--- src/rtl/router_pkg.sv ---
// Shared router definitions: flit width, flit-type encoding in the top two bits, framing states.
// Pure declarations; no latency or flow-control behaviour of its own.
package router_pkg;

  localparam int FLIT_SIZE     = 32;
  localparam int FLIT_TYPE_MSB = FLIT_SIZE - 1;

  typedef enum logic [1:0] {
    BODY   = 2'b00,
    HEAD   = 2'b01,
    TAIL   = 2'b10,
    SINGLE = 2'b11
  } flit_type_t;

  typedef enum logic {
    IDLE   = 1'b0,
    IN_PKT = 1'b1
  } frame_state_t;

  function automatic flit_type_t flit_type(input logic [FLIT_SIZE-1:0] flit);
    return flit_type_t'(flit[FLIT_TYPE_MSB -: 2]);
  endfunction

endpackage

--- src/rtl/flit_fifo.sv ---
// First-word fall-through FIFO on registered storage; head is visible the cycle after the write edge.
// A push into a full FIFO is taken only when a pop happens on the same edge; otherwise it is ignored.
module flit_fifo #(
  parameter int DEPTH = 8,
  parameter int WIDTH = 32,
  localparam int AW   = $clog2(DEPTH)
) (
  input  logic             clk,
  input  logic             reset_n,
  input  logic             push_i,
  input  logic [WIDTH-1:0] push_dat_i,
  input  logic             pop_i,
  output logic [WIDTH-1:0] pop_dat_o,
  output logic             full_o,
  output logic             empty_o,
  output logic [AW:0]      count_o
);

  logic [WIDTH-1:0] mem_q [DEPTH];
  logic [AW-1:0]    wr_ptr_q, rd_ptr_q;
  logic [AW:0]      count_q, count_d;
  logic             push_acc, pop_acc;

  assign empty_o  = (count_q == '0);
  assign full_o   = (count_q == (AW+1)'(DEPTH));
  assign count_o  = count_q;
  assign pop_acc  = pop_i && !empty_o;
  // When full, the slot being written is the one being popped on the same edge.
  assign push_acc = push_i && (!full_o || pop_acc);
  assign pop_dat_o = empty_o ? '0 : mem_q[rd_ptr_q];

  always_comb begin
    count_d = count_q;
    case ({push_acc, pop_acc})
      2'b10:   count_d = count_q + 1'b1;
      2'b01:   count_d = count_q - 1'b1;
      default: count_d = count_q;
    endcase
  end

  always_ff @(posedge clk) begin
    if (push_acc) mem_q[wr_ptr_q] <= push_dat_i;
  end

  always_ff @(posedge clk or negedge reset_n) begin
    if (!reset_n) begin
      wr_ptr_q <= '0;
      rd_ptr_q <= '0;
      count_q  <= '0;
    end else begin
      if (push_acc) wr_ptr_q <= wr_ptr_q + 1'b1;
      if (pop_acc)  rd_ptr_q <= rd_ptr_q + 1'b1;
      count_q <= count_d;
    end
  end

endmodule

--- src/rtl/flit_ejection_port.sv ---
// Router-to-PE ejection endpoint: on/off input, FWFT buffer, framing check, delivered-packet count.
// One-cycle fill latency; on/off hysteresis lags occupancy by a cycle; a full FIFO drops unless popped.
module flit_ejection_port
  import router_pkg::*;
#(
  parameter int DEPTH      = 8,
  parameter int OFF_THRESH = DEPTH - 2,
  parameter int ON_THRESH  = DEPTH / 2,
  parameter int CNT_W      = 16
) (
  input  logic                 clk,
  input  logic                 reset_n,
  input  logic [FLIT_SIZE-1:0] i_flit,
  input  logic                 i_transmit_req,
  output logic                 o_on_off,
  output logic [FLIT_SIZE-1:0] o_flit,
  output logic                 o_valid,
  input  logic                 i_ready,
  output logic [CNT_W-1:0]     o_pkt_count,
  output logic                 o_overflow,
  output logic                 o_proto_err
);

  localparam int AW = $clog2(DEPTH);
  localparam logic [AW:0] OFF_CNT = (AW+1)'(OFF_THRESH);
  localparam logic [AW:0] ON_CNT  = (AW+1)'(ON_THRESH);

  logic              fifo_full, fifo_empty, pop;
  logic [AW:0]       occ;
  flit_type_t        in_type, out_type;
  frame_state_t      state_q, state_d;
  logic              frame_err;
  logic              on_off_q, on_off_d;
  logic              overflow_q, overflow_d;
  logic              proto_err_q, proto_err_d;
  logic [CNT_W-1:0]  pkt_q, pkt_d;

  flit_fifo #(.DEPTH(DEPTH), .WIDTH(FLIT_SIZE)) u_fifo (
    .clk        (clk),
    .reset_n    (reset_n),
    .push_i     (i_transmit_req),
    .push_dat_i (i_flit),
    .pop_i      (pop),
    .pop_dat_o  (o_flit),
    .full_o     (fifo_full),
    .empty_o    (fifo_empty),
    .count_o    (occ)
  );

  assign o_valid  = !fifo_empty;
  assign pop      = o_valid && i_ready;
  assign in_type  = flit_type(i_flit);
  assign out_type = flit_type(o_flit);

  // Framing is checked on every offered flit, including ones dropped for overflow.
  always_comb begin
    state_d   = state_q;
    frame_err = 1'b0;
    if (i_transmit_req) begin
      case (state_q)
        IDLE: begin
          case (in_type)
            HEAD:    state_d = IN_PKT;
            SINGLE:  state_d = IDLE;
            default: frame_err = 1'b1;
          endcase
        end
        IN_PKT: begin
          case (in_type)
            BODY:    state_d = IN_PKT;
            TAIL:    state_d = IDLE;
            HEAD:    frame_err = 1'b1;
            SINGLE: begin
              frame_err = 1'b1;
              state_d   = IDLE;
            end
            default: state_d = IN_PKT;
          endcase
        end
        default: state_d = IDLE;
      endcase
    end
  end

  always_comb begin
    on_off_d    = on_off_q;
    if (occ >= OFF_CNT)     on_off_d = 1'b0;
    else if (occ <= ON_CNT) on_off_d = 1'b1;
    overflow_d  = overflow_q | (i_transmit_req && fifo_full && !pop);
    proto_err_d = proto_err_q | frame_err;
    pkt_d       = pkt_q;
    if (pop && (out_type == TAIL || out_type == SINGLE)) pkt_d = pkt_q + 1'b1;
  end

  always_ff @(posedge clk or negedge reset_n) begin
    if (!reset_n) begin
      state_q     <= IDLE;
      on_off_q    <= 1'b1;
      overflow_q  <= 1'b0;
      proto_err_q <= 1'b0;
      pkt_q       <= '0;
    end else begin
      state_q     <= state_d;
      on_off_q    <= on_off_d;
      overflow_q  <= overflow_d;
      proto_err_q <= proto_err_d;
      pkt_q       <= pkt_d;
    end
  end

  assign o_on_off    = on_off_q;
  assign o_overflow  = overflow_q;
  assign o_proto_err = proto_err_q;
  assign o_pkt_count = pkt_q;

endmodule

--- config.mk ---
export PLATFORM = sky130hd
export DESIGN_NAME = flit_ejection_port
export DESIGN_NICKNAME = d
export VERILOG_FILES = /design/src/rtl/router_pkg.sv /design/src/rtl/flit_fifo.sv /design/src/rtl/flit_ejection_port.sv
export SDC_FILE = /design/constraint.sdc
export NUM_CORES = 1
export LEC_CHECK = 0
export ABC_AREA = 0
export ABC_CLOCK_PERIOD_IN_PS = 7200
export CORE_ASPECT_RATIO = 1.25
export CORE_UTILIZATION = 50
export CTS_BUF_LIST = sky130_fd_sc_hd__clkbuf_8 sky130_fd_sc_hd__clkbuf_16
export DETAILED_ROUTE_END_ITERATION = 8
export PLACE_DENSITY = 0.73
export SLEW_MARGIN = 30
export SYNTH_ARGS = -nofsm -noshare
export SYNTH_HDL_FRONTEND = slang
export SYNTH_SLANG_ARGS = --single-unit
--- constraint.sdc ---
create_clock -name clk -period 7.2 [get_ports clk]
set_clock_uncertainty 0.1 [all_clocks]
set_input_delay 0.72 -clock clk [delete_from_list [all_inputs] [get_ports clk]]
set_output_delay 0.72 -clock clk [all_outputs]
set_load 0.005 [all_outputs]
==> reports/summary.log <==
INFO  worst_setup_path worst-endpoint-required=6380ps
INFO  final_layout   layout.nets=703
INFO  synth          mappedNetlistNets=599
INFO  synth          ys_dominant_reg_cell=edfxtp_1
INFO  global_routing grt_antenna_before_repair=0
INFO  timing         achievable-frequency=235MHz
INFO  worst_setup_path worst_r2r_endpoint=u_fifo.count_o[2]
INFO  timing         setup_slack=2940ps
INFO  synth          ys_async_sr_fraction=10.5%
INFO  worst_setup_path critical_path.startpoint_type=register
INFO  worst_setup_path arrival=3440ps
INFO  global_routing wire_length_of_the_first_global_routing_pass=32400um
INFO  global_routing track_usage=19.0%
INFO  timing         finalCritPeriodShare=59.2%
INFO  timing         finalWorstPathRequiredPeriod=4260ps
INFO  worst_setup_path reg2reg_depth=9
INFO  drt            wirelength=20700um
INFO  timing         finalSetupViolCount=0
INFO  placed_design  detailedPlace.worstSlack=3360ps
INFO  timing         hold_slack=378ps
INFO  timing         final_hold_viol_count=0
INFO  clock_network  cts_tree=yes
INFO  clock_network  ctsHoldBuffers=0
INFO  clock_network  clock_latency_reported_for_the_late_side_of_the_worst_skew_pair=520ps
INFO  worst_hold_path hold_path_startpoint=o_pkt_count[15]
INFO  synth          synthesis.yosys.warnings=0
INFO  worst_setup_path worst_r2r_startpoint=u_fifo.count_o[1]
INFO  drt            via_density=5.65
INFO  worst_setup_path cp-end-kind=primary output
INFO  clock_network  clkSlewWorstSetupHoldPaths=60ps
INFO  global_routing grt_max_degree=69
INFO  synth          ys_ff_latch=286
INFO  placed_design  place_congestion=0.794
INFO  placed_design  numPlacedInstances=913
INFO  final_layout   instances_no_fill=961
INFO  die            chipHeight=169um
INFO  drt            avgRoutedWirePerCell=21.6um
INFO  synth          syn_avg_cell_area=20.0um2
INFO  timing         grt_setup_unrepaired=false
INFO  worst_setup_path worst-setup-path-type=register to primary output
INFO  final_layout   layout_commonest_cell=edfxtp_1
INFO  placed_design  hpwlAfterDp=11900um
INFO  die            chipWidth=136um
INFO  pwr            worst_ir_drop_vdd=0.000302V
INFO  synth          seq_area_frac_synth=75.4%
INFO  final_layout   finish.instance_area=13300um2
INFO  clock_network  cts_made_buffers=27
INFO  synth          synth-edff-count=256
INFO  clock_network  clk_buf_depth=3
INFO  synth          post_synth_instance_area=11200um2
INFO  drt            first_pass_iters=6
INFO  worst_hold_path min_path_cells=1
INFO  placed_design  port_buffers=87
INFO  worst_setup_path worst-r2r-setup-slack=4500ps
INFO  placed_design  detailed_place.area=12500um2
INFO  pwr            leakage_power=4.54nW
INFO  die            top_level_ports=88
INFO  die            start_util=51.4%
INFO  run            max_cap_violations=0
INFO  drt            route.detailed.drc=0
INFO  timing         timing.final.max_slew_violations=0
INFO  timing         setup_tns=0ps
INFO  timing         relSlewSlack=37.4%
INFO  final_layout   share_of_final_layout_standard_cells_stronger_than_drive_strength_1=20.2%
INFO  timing         tightestPinTransition=939ps
INFO  pwr            power_total=5.18mW
INFO  worst_hold_path worst_hold_path_type=register to register
INFO  global_routing grt_overflow_total=0
INFO  final_layout   postLayoutCoreUtil=61.3%
INFO  die            core_area=21800um2
INFO  drt            antenna_left=0
INFO  final_layout   num_antenna_cells=0
INFO  clock_network  post_cts_buffers=0
INFO  drt            route.vias.total=5425
INFO  die            die_area=23000um2
INFO  worst_hold_path holdPathEnd=o_pkt_count[15]
INFO  pwr            power_density=388nW/um2
INFO  final_layout   layout.cells.most_common_list=256 x edfxtp_1, 87 x clkdlybuf4s50_1, 62 x mux4_2, 37 x nor2_1, 35 x mux2i_1
INFO  die            core.rowCount=60
INFO  synth          synth_cells=559
INFO  final_layout   area_delta_synth_final=19.2%
INFO  drt            drt-initial-drc-count=320
INFO  clock_network  clockRootBuffer=clkbuf_16
INFO  run_status     outcome=complete, no violations
INFO  clock_network  clock_tree.htree_level_count=1
INFO  clock_network  cts.sinks=286
INFO  global_routing number_of_global_route_vias_before_repair=5783
INFO  worst_setup_path critical_path.max_fanout=35
INFO  clock_network  post_cts_resized=0
INFO  synth          post_synth_num_cell_types=43
## cell families after synthesis
logic type               after synthesis  synth area share [%]
XOR/XNOR                              22                  1.72
adder cells (fa/ha/maj)                4                 0.447
multiplexers                          99                  15.8
AO/OA/AOI/OAI                         12                 0.816
flip-flops                           286                  75.4
AND/OR/NAND/NOR                      104                  4.48
buffers and inverters                 32                  1.32
## worst max path at each step
stage	startpoint	endpoint	slack [ps]	depth (start not counted)
6_report	u_fifo.rd_ptr_q[0]	o_flit[2]	2940	5
5_1_grt	u_fifo.rd_ptr_q[0]	o_flit[12]	2700	5
4_1_cts	u_fifo.rd_ptr_q[0]	o_flit[17]	2800	5
3_5_place_dp	u_fifo.rd_ptr_q[0]	o_flit[17]	3360	5
3_3_place_gp	u_fifo.rd_ptr_q[0]	o_flit[17]	3370	5
2_1_floorplan	i_ready	u_fifo.mem_q[0][0]	3200	4
## critical path: stages, from the launching register on
cell and delay [ps]:
dfrtp_4 830, buf_4 680, mux4_2 590, mux2i_1 190
nor2_1 100, clkdlybuf4s50_1 470
## state kept, by name, summed over array words and instances, names as in the netlist
| signal | cells |
|---|---|
| o_on_off | 1 |
| o_pkt_count | 16 |
| o_proto_err | 1 |
| state_q | 1 |
| u_fifo.count_o | 4 |
| o_overflow | 1 |
| u_fifo.rd_ptr_q | 3 |
| u_fifo.mem_q | 256 |
| u_fifo.wr_ptr_q | 3 |
## where the power goes
part,switching (mW),internal (mW),total (mW)
clock network,0.576,0.827,1.40
logic,0.714,0.869,1.58
registers,0.158,2.04,2.20
## cell usage after synthesis (all sizes together) (7+ instances only)
library cell | n | share of area [%]
dfrtp | 29 | 6.5
mux4 | 62 | 12
nand2 | 20 | 0.69
xor2 | 15 | 1.2
edfxtp | 256 | 69
nor3 | 11 | 0.49
mux2i | 35 | 3.1
buf | 18 | 0.84
clkbuf | 9 | 0.31
xnor2 | 7 | 0.55
nor2 | 43 | 1.4
## area by class of cell
type	instances	area [um2]
clock inverter	21	211
sequential	286	8450
timing repair buffer	102	983
clock buffer	27	676
tap	279	349
inverter	5	18.8
multi-input combinational	241	2660
fill	1547	8430
## routing by layer
layer	vias to the layer above	global-route usage, %	part of all wire, %
met2	137	33.7	53
li1	2446	-	-
met3	32	3.14	5.0
met5	-	0	0
met1	2810	23.8	40
met4	0	5.42	1.8
Power figures use the tool's default switching activity.
